### src/rtl/udp_frame_reader.sv
// Purpose: walks the just-completed ping-pong bank after each msync falling edge and streams it as one
//          packet (header {HDR_TAG, frame_cnt} with sop, then WORD_CNT payload words, eop on the last).
// Latency: header valid the cycle after msync is seen; payload word 0 by msync+2+RD_LAT; then 1 word/cycle.
// Backpressure: valid/ready; words held stable while stalled; read issue throttled by 4 prefetch credits.
// Ports: clk/rst_n (async active-low); i_msync_n main sync; o_rd_addr/i_rd_data buffer read port;
//        o_data/o_vld/i_rdy/o_sop/o_eop output stream; o_busy packet in progress; o_overrun dropped msync.
module udp_frame_reader #(
    parameter int          WORD_CNT = 512,
    parameter int          RD_LAT   = 2,
    parameter logic [15:0] HDR_TAG  = 16'hA55A
) (
    input  logic        clk,
    input  logic        rst_n,
    input  logic        i_msync_n,
    output logic [9:0]  o_rd_addr,
    input  logic [31:0] i_rd_data,
    output logic [31:0] o_data,
    output logic        o_vld,
    input  logic        i_rdy,
    output logic        o_sop,
    output logic        o_eop,
    output logic        o_busy,
    output logic        o_overrun
);

    typedef enum logic [1:0] {S_IDLE, S_HDR, S_DATA} state_t;

    state_t      state_q, state_d;
    logic        msync_prev_q;
    logic [15:0] frame_cnt_q, frame_cnt_d;
    logic [10:0] iss_addr_q, iss_addr_d;   // next address the issuer will send
    logic        iss_act_q, iss_act_d;
    logic [9:0]  rd_addr_q, rd_addr_d;
    logic [RD_LAT:0] pipe_q, pipe_d;       // bit k set => read issued k cycles ago
    logic [2:0]  credit_q, credit_d;       // FIFO entries plus reads in flight
    logic [10:0] pop_cnt_q, pop_cnt_d;     // payload words already accepted this packet
    logic        overrun_q, overrun_d;
    logic [31:0] fifo_mem_q [4];
    logic [1:0]  wr_ptr_q, rd_ptr_q;
    logic [2:0]  fcnt_q;

    logic        msync, start, hdr_acc, pop, push, issue, eop_acc;
    logic [10:0] next_addr;

    // Same edge detect as the writer, so both sides flip on the same cycle.
    assign msync   = msync_prev_q & ~i_msync_n;
    assign start   = msync & (state_q == S_IDLE);
    assign hdr_acc = (state_q == S_HDR) & i_rdy;
    assign pop     = (state_q == S_DATA) & (fcnt_q != 3'd0) & i_rdy;
    assign eop_acc = pop & o_eop;
    // The returning word lands exactly RD_LAT cycles after its address was driven.
    assign push    = pipe_q[RD_LAT];

    // A credit freed by this cycle's pop can be reused at once; this keeps a
    // ready sink bubble-free with only four credits.
    assign next_addr = start ? 11'd0 : iss_addr_q;
    assign issue     = (start | iss_act_q) & ((credit_q < 3'd4) | pop);

    // ---------------- FSM: state register ----------------
    always_ff @(posedge clk or negedge rst_n) begin
        if (!rst_n) state_q <= S_IDLE;
        else        state_q <= state_d;
    end

    // ---------------- FSM: next state ----------------
    always_comb begin
        state_d = state_q;
        unique case (state_q)
            S_IDLE: if (msync)   state_d = S_HDR;
            S_HDR:  if (i_rdy)   state_d = S_DATA;
            S_DATA: if (eop_acc) state_d = S_IDLE;
            default:             state_d = S_IDLE;
        endcase
    end

    // ---------------- FSM: outputs (from registers only) ----------------
    always_comb begin
        o_vld  = 1'b0;
        o_sop  = 1'b0;
        o_eop  = 1'b0;
        o_data = '0;
        unique case (state_q)
            S_HDR: begin
                o_vld  = 1'b1;
                o_sop  = 1'b1;
                o_data = {HDR_TAG, frame_cnt_q};
            end
            S_DATA: begin
                o_vld  = (fcnt_q != 3'd0);
                o_data = fifo_mem_q[rd_ptr_q];
                o_eop  = (fcnt_q != 3'd0) && (pop_cnt_q == 11'(WORD_CNT - 1));
            end
            default: ;
        endcase
    end

    assign o_busy    = (state_q != S_IDLE);
    assign o_overrun = overrun_q;
    assign o_rd_addr = rd_addr_q;

    // ---------------- read issuer and counters ----------------
    always_comb begin
        iss_act_d = iss_act_q | start;
        if (issue && (next_addr == 11'(WORD_CNT - 1))) iss_act_d = 1'b0;
        iss_addr_d  = issue ? next_addr + 11'd1 : iss_addr_q;
        rd_addr_d   = issue ? next_addr[9:0] : rd_addr_q;
        pipe_d      = {pipe_q[RD_LAT-1:0], issue};
        credit_d    = credit_q + {2'b0, issue} - {2'b0, pop};
        pop_cnt_d   = start ? 11'd0 : (pop ? pop_cnt_q + 11'd1 : pop_cnt_q);
        frame_cnt_d = frame_cnt_q + {15'd0, hdr_acc};
        // A msync while busy is reported and otherwise ignored.
        overrun_d   = msync & (state_q != S_IDLE);
    end

    always_ff @(posedge clk or negedge rst_n) begin
        if (!rst_n) begin
            msync_prev_q <= 1'b1;
            frame_cnt_q  <= '0;
            iss_addr_q   <= '0;
            iss_act_q    <= 1'b0;
            rd_addr_q    <= '0;
            pipe_q       <= '0;
            credit_q     <= '0;
            pop_cnt_q    <= '0;
            overrun_q    <= 1'b0;
        end else begin
            msync_prev_q <= i_msync_n;
            frame_cnt_q  <= frame_cnt_d;
            iss_addr_q   <= iss_addr_d;
            iss_act_q    <= iss_act_d;
            rd_addr_q    <= rd_addr_d;
            pipe_q       <= pipe_d;
            credit_q     <= credit_d;
            pop_cnt_q    <= pop_cnt_d;
            overrun_q    <= overrun_d;
        end
    end

    // ---------------- 4-deep prefetch FIFO (credits make overflow impossible) ----------------
    always_ff @(posedge clk or negedge rst_n) begin
        if (!rst_n) begin
            for (int i = 0; i < 4; i++) fifo_mem_q[i] <= '0;
            wr_ptr_q <= '0;
            rd_ptr_q <= '0;
            fcnt_q   <= '0;
        end else begin
            if (push) begin
                fifo_mem_q[wr_ptr_q] <= i_rd_data;
                wr_ptr_q             <= wr_ptr_q + 2'd1;
            end
            if (pop) rd_ptr_q <= rd_ptr_q + 2'd1;
            fcnt_q <= fcnt_q + {2'b0, push} - {2'b0, pop};
        end
    end

endmodule

### config.mk
export PLATFORM = sky130hd
export DESIGN_NAME = udp_frame_reader
export DESIGN_NICKNAME = d
export VERILOG_FILES = /design/src/rtl/udp_frame_reader.sv
export SDC_FILE = /design/constraint.sdc
export NUM_CORES = 1
export LEC_CHECK = 0
export CORE_MARGIN = 2
export CORE_UTILIZATION = 35
export DETAILED_ROUTE_END_ITERATION = 6
export PLACE_DENSITY = 0.63
export SETUP_SLACK_MARGIN = 0.1
export SLEW_MARGIN = 20
export SYNTH_ARGS = -nofsm -noshare
export SYNTH_HDL_FRONTEND = slang
export SYNTH_SLANG_ARGS = --single-unit
### constraint.sdc
create_clock -name clk -period 3.2 [get_ports clk]
set_clock_uncertainty 0.15 [all_clocks]
set_input_delay 0.32 -clock clk [delete_from_list [all_inputs] [get_ports clk]]
set_output_delay 0.32 -clock clk [all_outputs]
set_load 0.005 [all_outputs]
### Word-level counts from Yosys, hierarchy flattened

Cells that the tools add are included.

| operators by class | value |
|---|---|
| magnitude comparators | 4 |
| multiplexer cells | 18 |
| bitwise operators | 13 |
| reduce and logical (&&, ||, !) cells | 8 |
| $add $sub $neg | 9 |
| equality and inequality tests | 7 |

Operator list:

| kind | number |
|---|---|
| bitwise mux 128 bit | 1 |
| 2-to-1 mux 32 bit | 3 |
| binary-select mux 32 bit (select 2 bit) | 1 |
| demux 32 bit (select 2 bit) | 1 |
| case mux 32 bit (2 select lines) | 1 |
| 2-to-1 mux 11 bit | 3 |
| adder 11 x 1 -> 11 bit, second input constant | 2 |
| == test 11 x 9 -> 1 bit, second input constant | 2 |
| adder 16 x 1 -> 16 bit | 1 |
| bitwise AND 1 bit | 8 |
| adder 3 x 1 -> 3 bit | 2 |
| greater-or-equal comparator 3 bit, second input constant | 2 |
| 2-to-1 mux 2 bit | 3 |
| inequality test 2 bit, second input constant | 3 |
| inverter 2 -> 3 bit | 2 |
| case mux 2 bit (3 select lines) | 1 |
| subtractor 3 x 1 -> 3 bit | 2 |
| adder 2 x 1 -> 2 bit, second input constant | 2 |
| nonzero test 2 bit | 2 |
| logical AND 1 bit | 3 |
| less-than comparator 3 x 1 -> 1 bit, second input constant | 1 |
| less-than comparator 3 bit, second input constant | 1 |
| 2-to-1 mux 1 bit | 3 |
| AND reduction 3 bit | 1 |
| 7 further kinds | 8 |

| word-level totals | value |
|---|---|
| output and inout port bits | 47 |
| logic and storage cells | 76 |
| input bits | 36 |
| register bits | 194 |

### Depth between registers and ports, before layout

Gate-level depths: netlist of run 1.

| logic depth | value |
|---|---|
| depth in word-level cells | 7 |
| depth in mapped cells | 13 |
| depth with buffers taken out | 12 |

### Worst setup path after synthesis of run 1

No wires, ideal clock.

| timing | value |
|---|---|
| path kind | register -> register |
| start | register state_q[0] |
| end | register credit_q[2] |
| required time | 2.927 ns |
| cell stages (with the launch flop) | 14 |
| data arrival time | 2.476 ns |
| library setup time | 0.123 ns |
| buffers on the path | 2 |
| clock period less this slack | 2.749 ns |
| setup slack | 0.451 ns |
| path through | dfrtp_1 inv_1 ha_1 and3b_1 clkbuf_2 o22ai_4 buf_2 ha_1 inv_1 ha_1 inv_1 fa_1 xnor2_1 xnor2_1 |

| on the way | value |
|---|---|
| word-level cells in the longest chain between the ends | 7 |
| elaborated cells between the ends (all ways) | 10 |
| classes of those cells | add/sub (2); eq/ne (1); bitwise (6); reduce/logical (1) |

Ends and longest elaborated chain:

| item | RTL line | source |
|---|---|---|
| from (decl) | 28 | `state_t state_q, state_d;` |
| from (signal assigned) | 62 | `else state_q <= state_d;` |
| == test 2 bit | 49 | `assign pop = (state_q == S_DATA) & (fcnt_q != 3'd0) & i_rdy;` |
| bitwise AND 1 bit (2 in series) | 49 |  |
| bitwise OR 1 bit | 57 | `assign issue = (start \| iss_act_q) & ((credit_q < 3'd4) \| pop);` |
| bitwise AND 1 bit | 57 |  |
| adder 3 x 1 -> 3 bit | 108 | `credit_d = credit_q + {2'b0, issue} - {2'b0, pop};` |
| subtractor 3 x 1 -> 3 bit (*) | 108 |  |
| named net credit_d[2] | 35 | `logic [2:0] credit_q, credit_d;` |
| to (signal assigned) | 133 | `credit_q <= credit_d;` |
| to (decl) | 35 |  |

Mark *: on every way through the listed nets, which the timed path passes. The rest lies on a longest branch.
A chain may end at the register's enable or synchronous reset.

### Worst setup path after layout of run 1

| timing | value |
|---|---|
| start | register state_q[0] |
| end | output port o_data[0] |

| on the way | value |
|---|---|
| word-level cells in the longest chain between the ends | 2 |
| elaborated cells between the ends (all ways) | 3 |
| classes of those cells | eq/ne (2); mux (1) |

Ends and longest elaborated chain:

| item | RTL line | source |
|---|---|---|
| == test 2 bit or == test 2 x 1 -> 1 bit (tied branches) | 82 | `unique case (state_q)` |
| case mux 32 bit (2 select lines) (*) | 82 |  |
| to (decl) | 17 | `output logic [31:0] o_data,` |

Every way passes the cells marked *; elsewhere a longest branch is shown, timed or not.

==> flow_metrics.py, run 1 <==
metrics = {
    "hold_path": {
        "hold_path.class": "flop to flop",
        "hold-path-cell-count": 0,
        "worst_hold_startpoint": "pipe_q[1]$_DFF_PN0_",
        "timing.hold.worst_endpoint": "pipe_q[2]$_DFF_PN0_",
    },
    "sta": {
        "worst_pin_slew_ns": 0.6637,
        "final.setup.tns_ns": 0,
        "clock.fmax_mhz": 337.5,
        "final.min_clock_period_ns": 2.963,
        "layout_setup_ws_ns": 0.2374,
        "setup_violations": 0,
        "grt_setup_unrepaired": "no",
        "worst_hold_slack_ns": 0.1992,
        "final_hold_viol_count": 0,
        "maxSlewHeadroom_pct": 55.75,
        "slew_violations": 0,
        "finalCritPeriodShare_pct": 92.58,
    },
    "setup_path": {
        "critPathKind": "flop to output pin",
        "timing.reg2reg.setup_slack_ns": 0.44,
        "worst-path-buf-inv": 3,
        "critical_path_peak_fanout": 32,
        "critical_path.startpoint_type": "flop",
        "critPathRequiredTime_ns": 2.73,
        "critPathTopFamily": "buffers and inverters",
        "worstPathCellList": "inv_1 > ha_1 > and2_1 > buf_8 > a22o_1 > clkdlybuf4s50_1",
        "ff2ff_path_depth": 12,
        "critPathArrivalTime_ns": 2.49,
        "critical-path-slowest-cell": "clkdlybuf4s50_1",
        "max_stage_delay_ns": 0.51,
        "endpoint_of_the_worst_register_to_register_path": "credit_q[2]$_DFF_PN0_",
        "timing.rr.start": "state_q[0]$_DFFE_PN0P_",
        "worstSetupEndpointType": "output pin",
    },
    "clock_tree": {
        "cts_tree": "built",
        "clock_path_buffers": 2,
        "cts-root-buf": "clkbuf_16",
        "cts_made_buffers": 17,
        "clkSlewWorstSetupHoldPaths_ns": 0.07,
        "worstSkewPairLatency_ns": 0.43,
        "clock_sinks": 194,
        "cts_setup_buffers": 0,
        "h-tree-depth": 4,
    },
    "place": {
        "dp_hpwl_mm": 12.32,
        "placed_cell_area_um2": 10240,
        "place_ws_ns": 0.3546,
        "io_buffer_count": 82,
        "globalplace.congestion": 0.7958,
    },
    "global_route": {
        "globalRouteOverflowTotal": 0,
        "antenna_violations_before_repair": 0,
        "grt_pass1_vias": 5711,
        "grt_max_degree": 76,
        "global_route.usage.total_pct": 14.78,
        "first_pass_grt_wire_length_mm": 30.74,
    },
    "final_layout": {
        "regArea_um2": 4857,
        "syn_to_final_growth_pct": 21.14,
        "multi_input_area_um2": 3906,
        "final_area_um2": 10890,
        "diode_count": 0,
        "most_frequent_standard_cell_in_the_layout_excluding_fill_and_tap_cells": "dfrtp_1",
        "post_route_cells_drive_above_1_share_pct": 28.93,
        "layout.cells.most_common_list": "dfrtp_1 (192), mux2_2 (128), clkdlybuf4s50_1 (81)",
        "nNetsFinal": 806,
        "layout.filler_cells": 2303,
    },
    "route": {
        "drt_first_iter_violations": 325,
        "detail_route.wirelength_mm": 18.76,
        "antenna_violating_nets_post_route": 0,
        "avgViaCountPerCell": 5.026,
        "dr_total_vias": 5498,
        "drtPass1Iterations": 4,
        "routed_wire_length_per_instance_um": 17.15,
        "drc_violations_left": 0,
    },
    "die": {
        "design.die.area_um2": 26970,
        "floorplan.initialDensity_pct": 35.69,
        "fp-row-count": 58,
        "core_area_um2": 25180,
        "die_x_um": 164.2,
        "num_io_pins": 83,
        "die_height_um": 164.2,
    },
    "logic_synthesis": {
        "dominant_combinational_cell_family_by_area_after_synthesis": "multiplexers",
        "yosys.area_share.adder_pct": 2.813,
        "post_synth_and_or_nand_nor_area_fraction_pct": 8.535,
        "postSynthCellCount": 664,
        "ys_ff_latch": 194,
        "synth_xor_area_share_pct": 2.827,
        "number_of_enable_flip_flop_cells_after_synthesis": 0,
        "synth-async-reset-ratio_pct": 100.0,
        "sequential_share_of_the_synthesized_area_pct": 54.04,
        "synth-compound-area-share_pct": 5.040,
        "synth_mux_area_share_pct": 24.23,
        "postSynthAreaPerCell_um2": 13.53,
        "netlist_area_um2": 8986,
        "post_synth_num_cell_types": 48,
        "mappedNetlistNets": 719,
        "ys.flop_type": "dfrtp_1",
        "yosysWarnings": 0,
    },
    "pwr": {
        "irDropWorstVdd_uv": 378.7,
        "power_mw": 10.53,
        "powerDensity_nw_per_um2": 967.1,
        "cellLeakagePower_nw": 4.542,
    },
    "flow_run": {
        "max_cap_violations": 0,
    },
    "outcome": {
        "run_status": "finished clean",
    },
}
==> final cells by class <==
class | count | area share (%)
timing repair buffer | 103 | 9.345
tap | 330 | 3.793
sequential | 194 | 44.62
clock buffer | 20 | 4.103
inverter | 16 | 0.5977
multi-input combinational | 419 | 35.89
clock inverter | 12 | 1.655
==> metal layers <==
layer  up-vias  global-route usage [%]  part of all wire (%)
li1       2580                       -                     -
met1      2815                   20.58                    49
met2        91                   23.62                    47
met3        12                   2.753                   2.9
met4         0                   4.266                   1.1
met5         -                       0                     0
==> registers in the layout, indices dropped and copies added, names as in the netlist <==
signal,flops
iss_addr_q,11
credit_q,3
o_overrun,1
iss_act_q,1
fcnt_q,3
pop_cnt_q,11
frame_cnt_q,16
msync_prev_q,1
o_rd_addr,10
wr_ptr_q,2
pipe_q,3
rd_ptr_q,2
state_q,2
fifo_mem_q,128
==> power by group <==
part | internal (mW) | switching, mW | leakage [nW] | total [mW]
clock network | 1.33 | 0.939 | 0.301 | 2.27
registers | 3.51 | 0.589 | 2.35 | 4.10
logic | 2.43 | 1.73 | 1.89 | 4.16
total | 7.27 | 3.26 | 4.54 | 10.5
==> per-stage QoR <==
step | cells | utilization, %
final | 1094 | 43.23
after global routing | 1094 | 43.23
after CTS | 1094 | 43.20
after detailed placement | 1061 | 40.66
after global placement | 1061 | 40.66
after floorplan | 664 | -
==> worst max path at each step <==
stage,depth (start not counted),startpoint,to,slack [ns]
after floorplan,13,state_q[0]$_DFFE_PN0P_,credit_q[2]$_DFF_PN0_,0.45
after global placement,11,i_rdy,credit_q[2]$_DFF_PN0_,0.43
after detailed placement,12,state_q[0]$_DFFE_PN0P_,credit_q[2]$_DFF_PN0_,0.35
after CTS,6,state_q[0]$_DFFE_PN0P_,o_data[0],0.13
after global routing,6,state_q[0]$_DFFE_PN0P_,o_data[0],0.11
final,6,state_q[0]$_DFFE_PN0P_,o_data[0],0.24
==> kinds of logic (layout without fill, tap and decap cells) <==
family	Yosys count	count (layout)
compound gates	58	58
buf+inv	51	151
fa+ha+maj	19	19
flops	194	194
xor+xnor	29	29
simple gates	152	152
mux	161	161
==> timing repair <==
action                     in CTS  in global routing
hold buffers                    1                  0
cloned                          0                  0
resized for setup               1                  3
hold endpoints to repair       71                  0
setup endpoints to repair      21                 31
==> cells in the mapped netlist, types with 3 or more instances <==
cell type / n / share of area, %
mux2_2: 128 / 16
dfrtp_1: 193 / 54
nor3_1: 5 / 0.28
and3_1: 8 / 0.56
xnor2_1: 16 / 1.6
ha_1: 17 / 2.4
nor2_1: 20 / 0.84
or4b_1: 3 / 0.33
inv_1: 14 / 0.58
o21ai_0: 15 / 0.84
a21oi_1: 5 / 0.28
nand2b_1: 3 / 0.21
nand3b_1: 3 / 0.25
mux4_2: 32 / 8.0
and4_1: 3 / 0.29
o31ai_1: 3 / 0.25
nand2_1: 56 / 2.3
nand4_1: 14 / 0.97
a22o_1: 18 / 1.8
clkbuf_1: 13 / 0.54
o211ai_1: 4 / 0.33
buf_2: 19 / 1.1
nand3_1: 16 / 0.89
xor2_1: 13 / 1.3
and2_1: 14 / 0.97
No activity file was read; power rests on OpenSTA's default activity.
==> run 2, diff against run 1 <==
--- a/config.mk
+++ b/config.mk
@@ -14,3 +14,4 @@
 export SYNTH_ARGS = -nofsm -noshare
 export SYNTH_HDL_FRONTEND = slang
 export SYNTH_SLANG_ARGS = --single-unit
+export TNS_END_PERCENT = 10
==> results of run 2 <==
The final DEF is identical to that of run 1; final timing and power are the same.
==> run 3, diff against run 2 <==
--- a/config.mk
+++ b/config.mk
@@ -8,10 +8,11 @@
 export CORE_MARGIN = 2
 export CORE_UTILIZATION = 35
 export DETAILED_ROUTE_END_ITERATION = 6
-export PLACE_DENSITY = 0.63
+export PLACE_DENSITY = 0.65
+export RECOVER_POWER = 100
 export SETUP_SLACK_MARGIN = 0.1
 export SLEW_MARGIN = 20
 export SYNTH_ARGS = -nofsm -noshare
 export SYNTH_HDL_FRONTEND = slang
 export SYNTH_SLANG_ARGS = --single-unit
-export TNS_END_PERCENT = 10
+export TNS_END_PERCENT = 50
==> constraint.sdc (replaced) <==
create_clock -name clk -period 2.4 [get_ports clk]
set_clock_uncertainty 0.15 [all_clocks]
set_input_delay 0.24 -clock clk [delete_from_list [all_inputs] [get_ports clk]]
set_output_delay 0.24 -clock clk [all_outputs]
set_load 0.005 [all_outputs]
==> flow_metrics.py, run 3 (same netlist as run 1, synthesis figures left out) <==
metrics = {
    "route": {
        "dr_total_vias": 5674,
        "drc_violations_left": 0,
        "antenna_violating_nets_post_route": 0,
        "drt_first_iter_violations": 244,
        "detail_route.wirelength_mm": 20.01,
        "routed_wire_length_per_instance_um": 17.65,
        "drtPass1Iterations": 4,
        "avgViaCountPerCell": 5.004,
    },
    "die": {
        "die_x_um": 164.2,
        "fp-row-count": 58,
        "num_io_pins": 83,
        "floorplan.initialDensity_pct": 35.69,
        "design.die.area_um2": 26970,
        "core_area_um2": 25180,
        "die_height_um": 164.2,
    },
    "setup_path": {
        "worstPathCellList": "buf_12 > buf_12 > buf_12 > mux4_2 > a22o_1 > buf_2",
        "timing.rr.start": "fcnt_q[0]$_DFF_PN0_",
        "critPathArrivalTime_ns": 2.06,
        "critical-path-slowest-cell": "mux4_2",
        "critPathTopFamily": "buffers and inverters",
        "timing.reg2reg.setup_slack_ns": -0.03,
        "endpoint_of_the_worst_register_to_register_path": "credit_q[2]$_DFF_PN0_",
        "cp-startpoint": "rd_ptr_q[0]$_DFFE_PN0P_",
        "cp_common_cell": "buf_12",
        "worstSetupEndpointType": "output pin",
        "max_stage_delay_ns": 0.46,
        "path_depth": 6,
        "endpoint": "o_data[15]",
        "critPathKind": "flop to output pin",
        "critical_path.startpoint_type": "flop",
        "ff2ff_path_depth": 10,
        "worst-path-buf-inv": 4,
        "critical_path_peak_fanout": 7,
        "critPathRequiredTime_ns": 2.01,
    },
    "global_route": {
        "global_routing_met1_resource_utilization_pct": 21.90,
        "antenna_violations_before_repair": 0,
        "global_route.usage.total_pct": 15.83,
        "global_route.usage.met3_pct": 3.283,
        "top_usage_layer": "met2",
        "first_pass_grt_wire_length_mm": 32.98,
        "grt_max_degree": 100,
        "grt_pass1_vias": 5945,
        "globalRouteOverflowTotal": 0,
        "grt.met2_usage_pct": 25.54,
    },
    "pwr": {
        "power.net_switching_mw": 4.833,
        "powerDensity_nw_per_um2": 1312,
        "irDropWorstVdd_uv": 489.0,
        "cellLeakagePower_nw": 4.870,
        "power_frac_seq_pct": 36.8,
        "internal_power_mw": 10.02,
        "switching_share_pct": 32.53,
        "combPwrFrac_pct": 44.1,
        "clock_power_share_pct": 19.2,
    },
    "clock_tree": {
        "cts_tree": "built",
        "clock_path_buffers": 2,
        "clock_sinks": 194,
        "cts-root-buf": "clkbuf_16",
        "h-tree-depth": 4,
        "cts_made_buffers": 17,
        "worstSkewPairLatency_ns": 0.43,
        "clkSlewWorstSetupHoldPaths_ns": 0.07,
    },
    "outcome": {
        "run_status": "complete, but fails checks",
        "violations": "setup timing",
    },
    "final_layout": {
        "largest_register_ff_count": 128,
        "final_area_um2": 11320,
        "layout.cells.most_common_list": "dfrtp_1 (192), mux2_2 (128), nand2_1 (54)",
        "top_regs": "fifo_mem_q (128), frame_cnt_q (16)",
        "largest-register": "fifo_mem_q",
        "diode_count": 0,
        "most_frequent_standard_cell_in_the_layout_excluding_fill_and_tap_cells": "dfrtp_1",
        "post_route_cells_drive_above_1_share_pct": 39.05,
        "syn_to_final_growth_pct": 26.02,
        "nNetsFinal": 846,
    },
    "place": {
        "io_buffer_count": 82,
        "dp_hpwl_mm": 13.03,
        "placed_cell_area_um2": 10540,
        "globalplace.congestion": 0.7679,
    },
    "sta": {
        "slew_violations": 0,
        "maxSlewHeadroom_pct": 7.812,
        "setup_violations": 12,
        "clock.fmax_mhz": 408.9,
        "final.setup.tns_ns": -0.2470,
        "final.min_clock_period_ns": 2.445,
        "finalCritPeriodShare_pct": 101.9,
        "worst_pin_slew_ns": 1.383,
        "layout_setup_ws_ns": -0.04538,
        "grt_setup_unrepaired": "yes",
        "final_hold_viol_count": 0,
    },
    "hold_path": {
        "hold_path.class": "flop to flop",
    },
    "flow_run": {
        "max_cap_violations": 0,
    },
}
[run 3: cell type report]
| class | count | area [um2] |
|---|---|---|
| Inverter | 16 | 65.06 |
| Clock buffer | 18 | 429.2 |
| Clock inverter | 14 | 165.2 |
| Sequential cell | 194 | 4857 |
| Timing Repair Buffer | 143 | 1354 |
| Fill cell | 2280 | 13860 |
| Multi-Input combinational cell | 419 | 4041 |
| Tap cell | 330 | 412.9 |
[run 3: metrics by stage]
step | utilization, % | total power [mW] | cells | hold WS, ns | setup WS, ns
CTS | 45.21 | 15.12 | 1131 | 0.1142 | -0.07699
detailed placement | 41.84 | 11.68 | 1077 | 0.1856 | -0.09355
finish | 44.97 | 14.85 | 1134 | 0.1974 | -0.04538
global route | 44.97 | 15.84 | 1134 | 0.2191 | -0.1210
global placement | 41.84 | 11.52 | 1077 | 0.1836 | -0.05275
floorplan | - | 9.460 | 664 | -0.2056 | -0.1394
[run 3: what timing repair did]
item                                    4_1_cts  5_1_grt
cloned                                        2        0
hold endpoints to repair                    193        0
resized for setup                           144       22
pin swaps                                    30       10
setup buffers                                19        3
hold buffers                                  1        0
endpoints found under the setup margin       41       39
[run 3: power groups by stage]
stage / Clock, mW / Sequential, mW / Combinational (mW)
after global placement: 0 / 5.49 / 6.03
after CTS: 2.94 / 5.46 / 6.72
after global routing: 3.07 / 5.65 / 7.12
final: 2.85 / 5.46 / 6.54
after detailed placement: 0 / 5.53 / 6.15
after floorplan: 0 / 5.26 / 4.20
[run 3: worst min-delay path by stage]
stage                             end  cells past startpoint  slack [ns]           startpoint
3_3_place_gp      pipe_q[1]$_DFF_PN0_                      0        0.18  pipe_q[0]$_DFF_PN0_
4_1_cts        msync_prev_q$_DFF_PN1_                      1        0.11            i_msync_n
3_5_place_dp      pipe_q[2]$_DFF_PN0_                      0        0.19  pipe_q[1]$_DFF_PN0_
5_1_grt           pipe_q[2]$_DFF_PN0_                      0        0.22  pipe_q[1]$_DFF_PN0_
2_1_floorplan   credit_q[0]$_DFF_PN0_                      0       -0.21                rst_n
6_report          pipe_q[2]$_DFF_PN0_                      0        0.20  pipe_q[1]$_DFF_PN0_
[run 3: metal layers]
layer | vias up | wire (um)
li1 | 2664 | -
met4 | 0 | 231
met5 | - | 0
met2 | 92 | 9664
met3 | 19 | 665
met1 | 2899 | 9454
